## config.mk

```make
export PLATFORM = sky130hd
export DESIGN_NAME = alu_exec_stage
export DESIGN_NICKNAME = d
export VERILOG_FILES = /design/src/rtl/alu_pkg.sv /design/src/rtl/mul_iter.sv /design/src/rtl/alu_exec_stage.sv
export SDC_FILE = /design/constraint.sdc
export NUM_CORES = 1
export LEC_CHECK = 0
export CAP_MARGIN = 15
export CORE_UTILIZATION = 35
export CTS_BUF_LIST = sky130_fd_sc_hd__clkbuf_2
export CTS_CLUSTER_DIAMETER = 50
export DETAILED_ROUTE_END_ITERATION = 16
export PLACE_DENSITY = 0.58
export SYNTH_ARGS = -nofsm -noshare
export SYNTH_HDL_FRONTEND = slang
export SYNTH_SLANG_ARGS = --single-unit
export TNS_END_PERCENT = 20
```

## constraint.sdc

```tcl
create_clock -name clk -period 12.4 [get_ports clk]
set_input_delay 1.24 -clock clk [delete_from_list [all_inputs] [get_ports clk]]
set_output_delay 1.24 -clock clk [all_outputs]
set_load 0.005 [all_outputs]
```

## src/rtl/alu_pkg.sv

```systemverilog
`default_nettype none
// +----------------------------------------------------------------------+
// | Module   : alu_pkg                                                   |
// | Purpose  : Shared opcode encoding, default widths and the multiply  |
// |            FSM state type for the ALU execute stage.                 |
// | Contents : XLEN_DEF, REGW_DEF, alu_op_e, mul_state_e, op_is_legal()  |
// | Revision : 1.0  initial release                                      |
// +----------------------------------------------------------------------+
package alu_pkg;

   localparam int XLEN_DEF = 32;
   localparam int REGW_DEF = 5;

   typedef enum logic [3:0] {
      OP_ADD  = 4'd0,
      OP_SUB  = 4'd1,
      OP_AND  = 4'd2,
      OP_OR   = 4'd3,
      OP_XOR  = 4'd4,
      OP_SLL  = 4'd5,
      OP_SRL  = 4'd6,
      OP_SRA  = 4'd7,
      OP_SLT  = 4'd8,
      OP_SLTU = 4'd9,
      OP_MUL  = 4'd10
   } alu_op_e;

   typedef enum logic [0:0] {
      ST_IDLE = 1'b0,
      ST_MUL  = 1'b1
   } mul_state_e;

   // Codes above MUL are reserved and retire as illegal.
   function automatic logic op_is_legal(input logic [3:0] op);
      return (op <= OP_MUL);
   endfunction

endpackage
`default_nettype wire

```

## src/rtl/mul_iter.sv

```systemverilog
`default_nettype none
// +----------------------------------------------------------------------+
// | Module   : mul_iter                                                  |
// | Purpose  : Iterative shift-add multiplier, one partial product per  |
// |            cycle, XLEN iterations, low XLEN bits of the product.     |
// | Ports    : clk, rst_n       clock / async active-low reset           |
// |            start            load operands (honoured only when idle)  |
// |            mcand, mplier    operands                                 |
// |            busy             FSM is iterating                         |
// |            done             final iteration this cycle               |
// |            product          valid while done is high                 |
// | Revision : 1.0  initial release                                      |
// +----------------------------------------------------------------------+
module mul_iter
   import alu_pkg::*;
#(
   parameter int XLEN = XLEN_DEF
) (
   input  logic            clk,
   input  logic            rst_n,
   input  logic            start,
   input  logic [XLEN-1:0] mcand,
   input  logic [XLEN-1:0] mplier,
   output logic            busy,
   output logic            done,
   output logic [XLEN-1:0] product
);

   localparam int CNT_W = $clog2(XLEN);

   mul_state_e       state_q, state_d;
   logic [XLEN-1:0]  acc_q, acc_d;
   logic [XLEN-1:0]  mcand_q, mcand_d;
   logic [XLEN-1:0]  mplier_q, mplier_d;
   logic [CNT_W-1:0] count_q, count_d;
   logic [XLEN-1:0]  acc_sum;

   always_comb begin
      state_d  = state_q;
      acc_d    = acc_q;
      mcand_d  = mcand_q;
      mplier_d = mplier_q;
      count_d  = count_q;

      acc_sum  = acc_q + (mplier_q[0] ? mcand_q : '0);

      case (state_q)
         ST_IDLE: begin
            if (start) begin
               state_d  = ST_MUL;
               acc_d    = '0;
               mcand_d  = mcand;
               mplier_d = mplier;
               count_d  = CNT_W'(XLEN - 1);
            end
         end
         ST_MUL: begin
            acc_d    = acc_sum;
            mcand_d  = mcand_q << 1;
            mplier_d = mplier_q >> 1;
            count_d  = count_q - CNT_W'(1);
            if (count_q == '0) begin
               state_d = ST_IDLE;
            end
         end
         default: state_d = ST_IDLE;
      endcase
   end

   always_ff @(posedge clk or negedge rst_n) begin
      if (!rst_n) begin
         state_q  <= ST_IDLE;
         acc_q    <= '0;
         mcand_q  <= '0;
         mplier_q <= '0;
         count_q  <= '0;
      end else begin
         state_q  <= state_d;
         acc_q    <= acc_d;
         mcand_q  <= mcand_d;
         mplier_q <= mplier_d;
         count_q  <= count_d;
      end
   end

   assign busy    = (state_q == ST_MUL);
   // The last iteration's partial sum is the product; the caller registers it.
   assign done    = (state_q == ST_MUL) && (count_q == '0);
   assign product = acc_sum;

endmodule
`default_nettype wire

```

## src/rtl/alu_exec_stage.sv

```systemverilog
`default_nettype none
// +----------------------------------------------------------------------+
// | Module   : alu_exec_stage                                            |
// | Purpose  : Execute stage behind a synchronous-read register file.    |
// |            Latches the issued instruction, forwards its own last     |
// |            result, runs single-cycle ALU ops or an iterative MUL,    |
// |            and drives the register file write port from a register.  |
// | Ports    : clk, rst_n                 clock / async active-low reset |
// |            issue_valid/ready          issue handshake                |
// |            issue_op/rs1/rs2/rd/we     instruction fields             |
// |            rv1, rv2                   register file read data (T+1)  |
// |            wb_regWrite/wb_rd/wb_data  register file write port       |
// |            illegal_op                 pulse for undefined opcode     |
// | Revision : 1.0  initial release                                      |
// +----------------------------------------------------------------------+
module alu_exec_stage
   import alu_pkg::*;
#(
   parameter int XLEN = XLEN_DEF,
   parameter int REGW = REGW_DEF
) (
   input  logic            clk,
   input  logic            rst_n,
   input  logic            issue_valid,
   output logic            issue_ready,
   input  logic [3:0]      issue_op,
   input  logic [REGW-1:0] issue_rs1,
   input  logic [REGW-1:0] issue_rs2,
   input  logic [REGW-1:0] issue_rd,
   input  logic            issue_we,
   input  logic [XLEN-1:0] rv1,
   input  logic [XLEN-1:0] rv2,
   output logic            wb_regWrite,
   output logic [REGW-1:0] wb_rd,
   output logic [XLEN-1:0] wb_data,
   output logic            illegal_op
);

   localparam int SHW = $clog2(XLEN);

   // Stage s1: instruction whose operands arrive on rv1/rv2 this cycle.
   logic            s1_valid_q, s1_valid_d;
   logic [3:0]      s1_op_q,    s1_op_d;
   logic [REGW-1:0] s1_rs1_q,   s1_rs1_d;
   logic [REGW-1:0] s1_rs2_q,   s1_rs2_d;
   logic [REGW-1:0] s1_rd_q,    s1_rd_d;
   logic            s1_we_q,    s1_we_d;

   // Writeback register driving the register file write port.
   logic            wb_reg_write_q, wb_reg_write_d;
   logic [REGW-1:0] wb_rd_q,        wb_rd_d;
   logic [XLEN-1:0] wb_data_q,      wb_data_d;
   logic            illegal_q,      illegal_d;

   logic            s1_is_mul;
   logic            mul_start;
   logic            mul_busy;
   logic            mul_done;
   logic [XLEN-1:0] mul_product;
   logic [XLEN-1:0] op_a;
   logic [XLEN-1:0] op_b;
   logic [SHW-1:0]  shamt;
   logic [XLEN-1:0] alu_res;

   mul_iter #(
      .XLEN (XLEN)
   ) u_mul_iter (
      .clk     (clk),
      .rst_n   (rst_n),
      .start   (mul_start),
      .mcand   (op_a),
      .mplier  (op_b),
      .busy    (mul_busy),
      .done    (mul_done),
      .product (mul_product)
   );

   always_comb begin
      s1_is_mul   = s1_valid_q && (s1_op_q == OP_MUL);
      issue_ready = !mul_busy && !s1_is_mul;
      mul_start   = s1_is_mul && !mul_busy;

      // Distance-1 hazard: the instruction retiring now is not yet in the
      // register file read data, so take it from the writeback register.
      op_a = (wb_reg_write_q && (wb_rd_q == s1_rs1_q) && (s1_rs1_q != '0)) ? wb_data_q : rv1;
      op_b = (wb_reg_write_q && (wb_rd_q == s1_rs2_q) && (s1_rs2_q != '0)) ? wb_data_q : rv2;
      shamt = op_b[SHW-1:0];

      case (s1_op_q)
         OP_ADD:  alu_res = op_a + op_b;
         OP_SUB:  alu_res = op_a - op_b;
         OP_AND:  alu_res = op_a & op_b;
         OP_OR:   alu_res = op_a | op_b;
         OP_XOR:  alu_res = op_a ^ op_b;
         OP_SLL:  alu_res = op_a << shamt;
         OP_SRL:  alu_res = op_a >> shamt;
         OP_SRA:  alu_res = $unsigned($signed(op_a) >>> shamt);
         OP_SLT:  alu_res = {{(XLEN-1){1'b0}}, ($signed(op_a) < $signed(op_b))};
         OP_SLTU: alu_res = {{(XLEN-1){1'b0}}, (op_a < op_b)};
         default: alu_res = '0;
      endcase
   end

   always_comb begin
      s1_valid_d = s1_valid_q;
      s1_op_d    = s1_op_q;
      s1_rs1_d   = s1_rs1_q;
      s1_rs2_d   = s1_rs2_q;
      s1_rd_d    = s1_rd_q;
      s1_we_d    = s1_we_q;

      if (issue_ready) begin
         s1_valid_d = issue_valid;
         if (issue_valid) begin
            s1_op_d  = issue_op;
            s1_rs1_d = issue_rs1;
            s1_rs2_d = issue_rs2;
            s1_rd_d  = issue_rd;
            s1_we_d  = issue_we;
         end
      end else if (mul_start) begin
         // The MUL moves into the multiplier; s1 keeps rd/we for its retire.
         s1_valid_d = 1'b0;
      end
   end

   always_comb begin
      wb_reg_write_d = 1'b0;
      wb_rd_d        = '0;
      wb_data_d      = '0;
      illegal_d      = 1'b0;

      if (mul_done) begin
         if (s1_we_q && (s1_rd_q != '0)) begin
            wb_reg_write_d = 1'b1;
            wb_rd_d        = s1_rd_q;
            wb_data_d      = mul_product;
         end
      end else if (s1_valid_q && !s1_is_mul) begin
         if (!op_is_legal(s1_op_q)) begin
            illegal_d = 1'b1;
         end else if (s1_we_q && (s1_rd_q != '0)) begin
            wb_reg_write_d = 1'b1;
            wb_rd_d        = s1_rd_q;
            wb_data_d      = alu_res;
         end
      end
   end

   always_ff @(posedge clk or negedge rst_n) begin
      if (!rst_n) begin
         s1_valid_q     <= 1'b0;
         s1_op_q        <= '0;
         s1_rs1_q       <= '0;
         s1_rs2_q       <= '0;
         s1_rd_q        <= '0;
         s1_we_q        <= 1'b0;
         wb_reg_write_q <= 1'b0;
         wb_rd_q        <= '0;
         wb_data_q      <= '0;
         illegal_q      <= 1'b0;
      end else begin
         s1_valid_q     <= s1_valid_d;
         s1_op_q        <= s1_op_d;
         s1_rs1_q       <= s1_rs1_d;
         s1_rs2_q       <= s1_rs2_d;
         s1_rd_q        <= s1_rd_d;
         s1_we_q        <= s1_we_d;
         wb_reg_write_q <= wb_reg_write_d;
         wb_rd_q        <= wb_rd_d;
         wb_data_q      <= wb_data_d;
         illegal_q      <= illegal_d;
      end
   end

   assign wb_regWrite = wb_reg_write_q;
   assign wb_rd       = wb_rd_q;
   assign wb_data     = wb_data_q;
   assign illegal_op  = illegal_q;

endmodule
`default_nettype wire

```

==> metrics.txt <==
post-DR wirelength/cell 26.8 um; asr flop ratio synth 100%; most frequent cell after synthesis nand2_1; fraction of layout cells with a size suffix above 1 8.11%; Worst setup SP type register; fin area 19,500 um2; Die Wd 224 um; placed cell area 19,200 um2; Yosys reg bits 162; largest cells by area after synthesis dfrtp_1 (23%), ha_1 (9.6%), mux2i_1 (8.3%); post-cts resize count 0; Area Overhead vs Synth 12.9%; CTS root buf clkbuf_2; worst setup path class reg -> reg; Via density 6.14; clk sinks 162; first drt pass iteration count 9; num ports 127; Max Freq 0.163 GHz; Pwr Density 153 nW/um2; Mapped Area 17,300 um2; yosys warns 0; post-synth top area cell dfrtp_1; RD Place Congestion 0.989; first-pass GRT wire length 117,000 um; largest net degree at the start of global routing 92; Hold WC Path Type in -> async; RSZ-0062 raised after global routing no; die area 50,300 um2; DP HPWL 60,700 um; initial antenna violation count 3; worst-path fanout max 39; # port buffers 126; clock skew 77.5 ps; Worst slew margin 22.3%; number of fill cells in the layout 5,176; Synthesized Nets 2,463; Final Cycle Share 49.4%; final worst-path setup slack 6270 ps; Mapped Cells 2,240; Worst IR Drop VDD 0.131 mV; max_cap viols 0; commonest cells in the netlist nand2_1 (267), a21oi_1 (215), o21ai_0 (195); Clock Pin Slew Worst Setup and Hold Paths 330 ps; post-route setup TNS 0 ps; CTS tree done; Synth top area share 23.5%; post-synthesis average cell area 7.71 um2; leakage power figure 8.36 nW; final setup fails 0; vias in the first global route 17,300; worst skew pair latency 940 ps; drt drc 0; starting density of the core 35.4%; core region area 48,800 um2; Vias 18,300; global-route usage over all layers 31.5%; crit end category register; Chip Height 224 um; Synth cell types 81; Tmin final 6130 ps; final hold violations 0; sequential share of the synthesized area 23.5%; # H-tree levels 4; # hold bufs at CTS 0; Cells after DPL 2,938; CP required 13,220 ps; Core Rows 81; Routed Antenna Nets 0; hold slack 256 ps; grt ovf 0; top_reg_cell synth dfrtp_1; Iter 0 DRT Violations 2,256; final wirelength 79,600 um; multi-input logic area 12,200 um2; nets 2,517; Slew Viols, Final 0; TritonCTS buffer count 17; Post-synth EDFFs 0; pre-CTS setup slack 6180 ps; status finished clean; Slew @ Worst Pin 1170 ps; Final Non-Filler Cells 2,973; Critical Path AT 6960 ps; clock buffer depth 2; post-CTS setup buffer count 0; register area 4060 um2
==> final cells by class <==
type	instances	area share, %
Multi-Input combinational cell	1818	62.7
Clock buffer	17	0.436
Inverter	111	2.15
Antenna cell	2	0.0257
Tap cell	664	4.26
Timing Repair Buffer	184	8.69
Clock inverter	15	0.898
Sequential cell	162	20.8
==> layout by cell type, fill, tap and decap left out, drive strengths merged, types with 38 or more instances in the layout <==
master / count
nand2: 267
nand3: 44
and2: 40
o21ai: 206
buf: 58
a21oi: 215
nor3: 41
mux2i: 156
o22ai: 38
ha: 133
dfrtp: 162
xnor2: 38
clkdlybuf4s50: 125
mux2: 45
inv: 115
nor2: 194
==> worst paths after layout <==
| path | from | end | slack [ps] | cells past startpoint |
|---|---|---|---|---|
| worst max-delay path | wb_rd[0] | wb_data[29] | 6270 | 20 |
| worst min-delay path | rst_n | wb_data[14] | 260 | 1 |
| worst max register to register | wb_rd[0] | wb_data[29] | 6270 | 20 |
| worst min register to register | u_mul_iter.mplier_q[4] | u_mul_iter.mplier_q[3] | 460 | 2 |
| max in group asynchronous | rst_n | wb_data[24] | 10860 | 2 |
| min in group clk | u_mul_iter.mplier_q[4] | u_mul_iter.mplier_q[3] | 460 | 2 |
==> registers in the layout, indices dropped and copies added (netlist names) <==
register	count
s1_rd_q	5
wb_regWrite	1
s1_valid_q	1
u_mul_iter.mplier_q	32
s1_op_q	4
s1_rs1_q	5
u_mul_iter.busy	1
illegal_op	1
s1_we_q	1
wb_rd	5
u_mul_iter.mcand_q	32
u_mul_iter.count_q	5
wb_data	32
u_mul_iter.acc_q	32
s1_rs2_q	5
==> power breakdown <==
| group | switching [W] | internal [W] |
|---|---|---|
| Combinational | 0.00110 | 0.000629 |
| Clock | 0.000252 | 0.0000683 |
| Sequential | 0.000221 | 0.000719 |
| Total | 0.00157 | 0.00142 |
==> cell families (layout without fill, tap and decap cells) <==
group                      count (synthesis)  after routing  synth area share [%]
AOI/OAI and AO/OA                        765            765                  28.4
and+or+nand+nor                          664            664                  16.8
buffers and inverters                    260            327                  6.24
muxes                                    201            201                  12.4
DFF                                      162            162                  23.5
adders and majority gates                136            136                  9.98
xor gates and xnor gates                  52             52                  2.64
other                                      0              2                     0
==> stage by stage <==
stage	util, %	power (W)
floorplan	-	0.00196
global placement	39.4	0.00262
detailed placement	39.4	0.00262
CTS	39.9	0.00296
global route	39.9	0.00317
finish	39.9	0.00299
==> layer usage <==
metal	part of all wire (%)	up-vias	wire length (um)	track usage, %
met4	3.4	2	2680	10.2
met3	8.7	137	6900	5.65
met2	42	867	33300	46.0
li1	-	8241	-	-
met5	0.010	-	8	0
met1	46	9008	36800	46.3
==> critical path, stage by stage (launching register included) <==
cell,delay [ps]
dfrtp_1,520
xnor2_1,190
nand3_1,140
a211oi_4,210
buf_4,370
mux2i_4,290
buf_4,330
buf_4,520
inv_2,260
ha_1,280
nor2_1,150
a221oi_2,100
o31ai_1,440
a31oi_2,250
a311oi_1,540
o41ai_2,220
a31oi_1,410
o31ai_1,140
xnor2_1,150
a2111oi_0,450
o21ai_1,100
(Power assumes the default switching activity.)
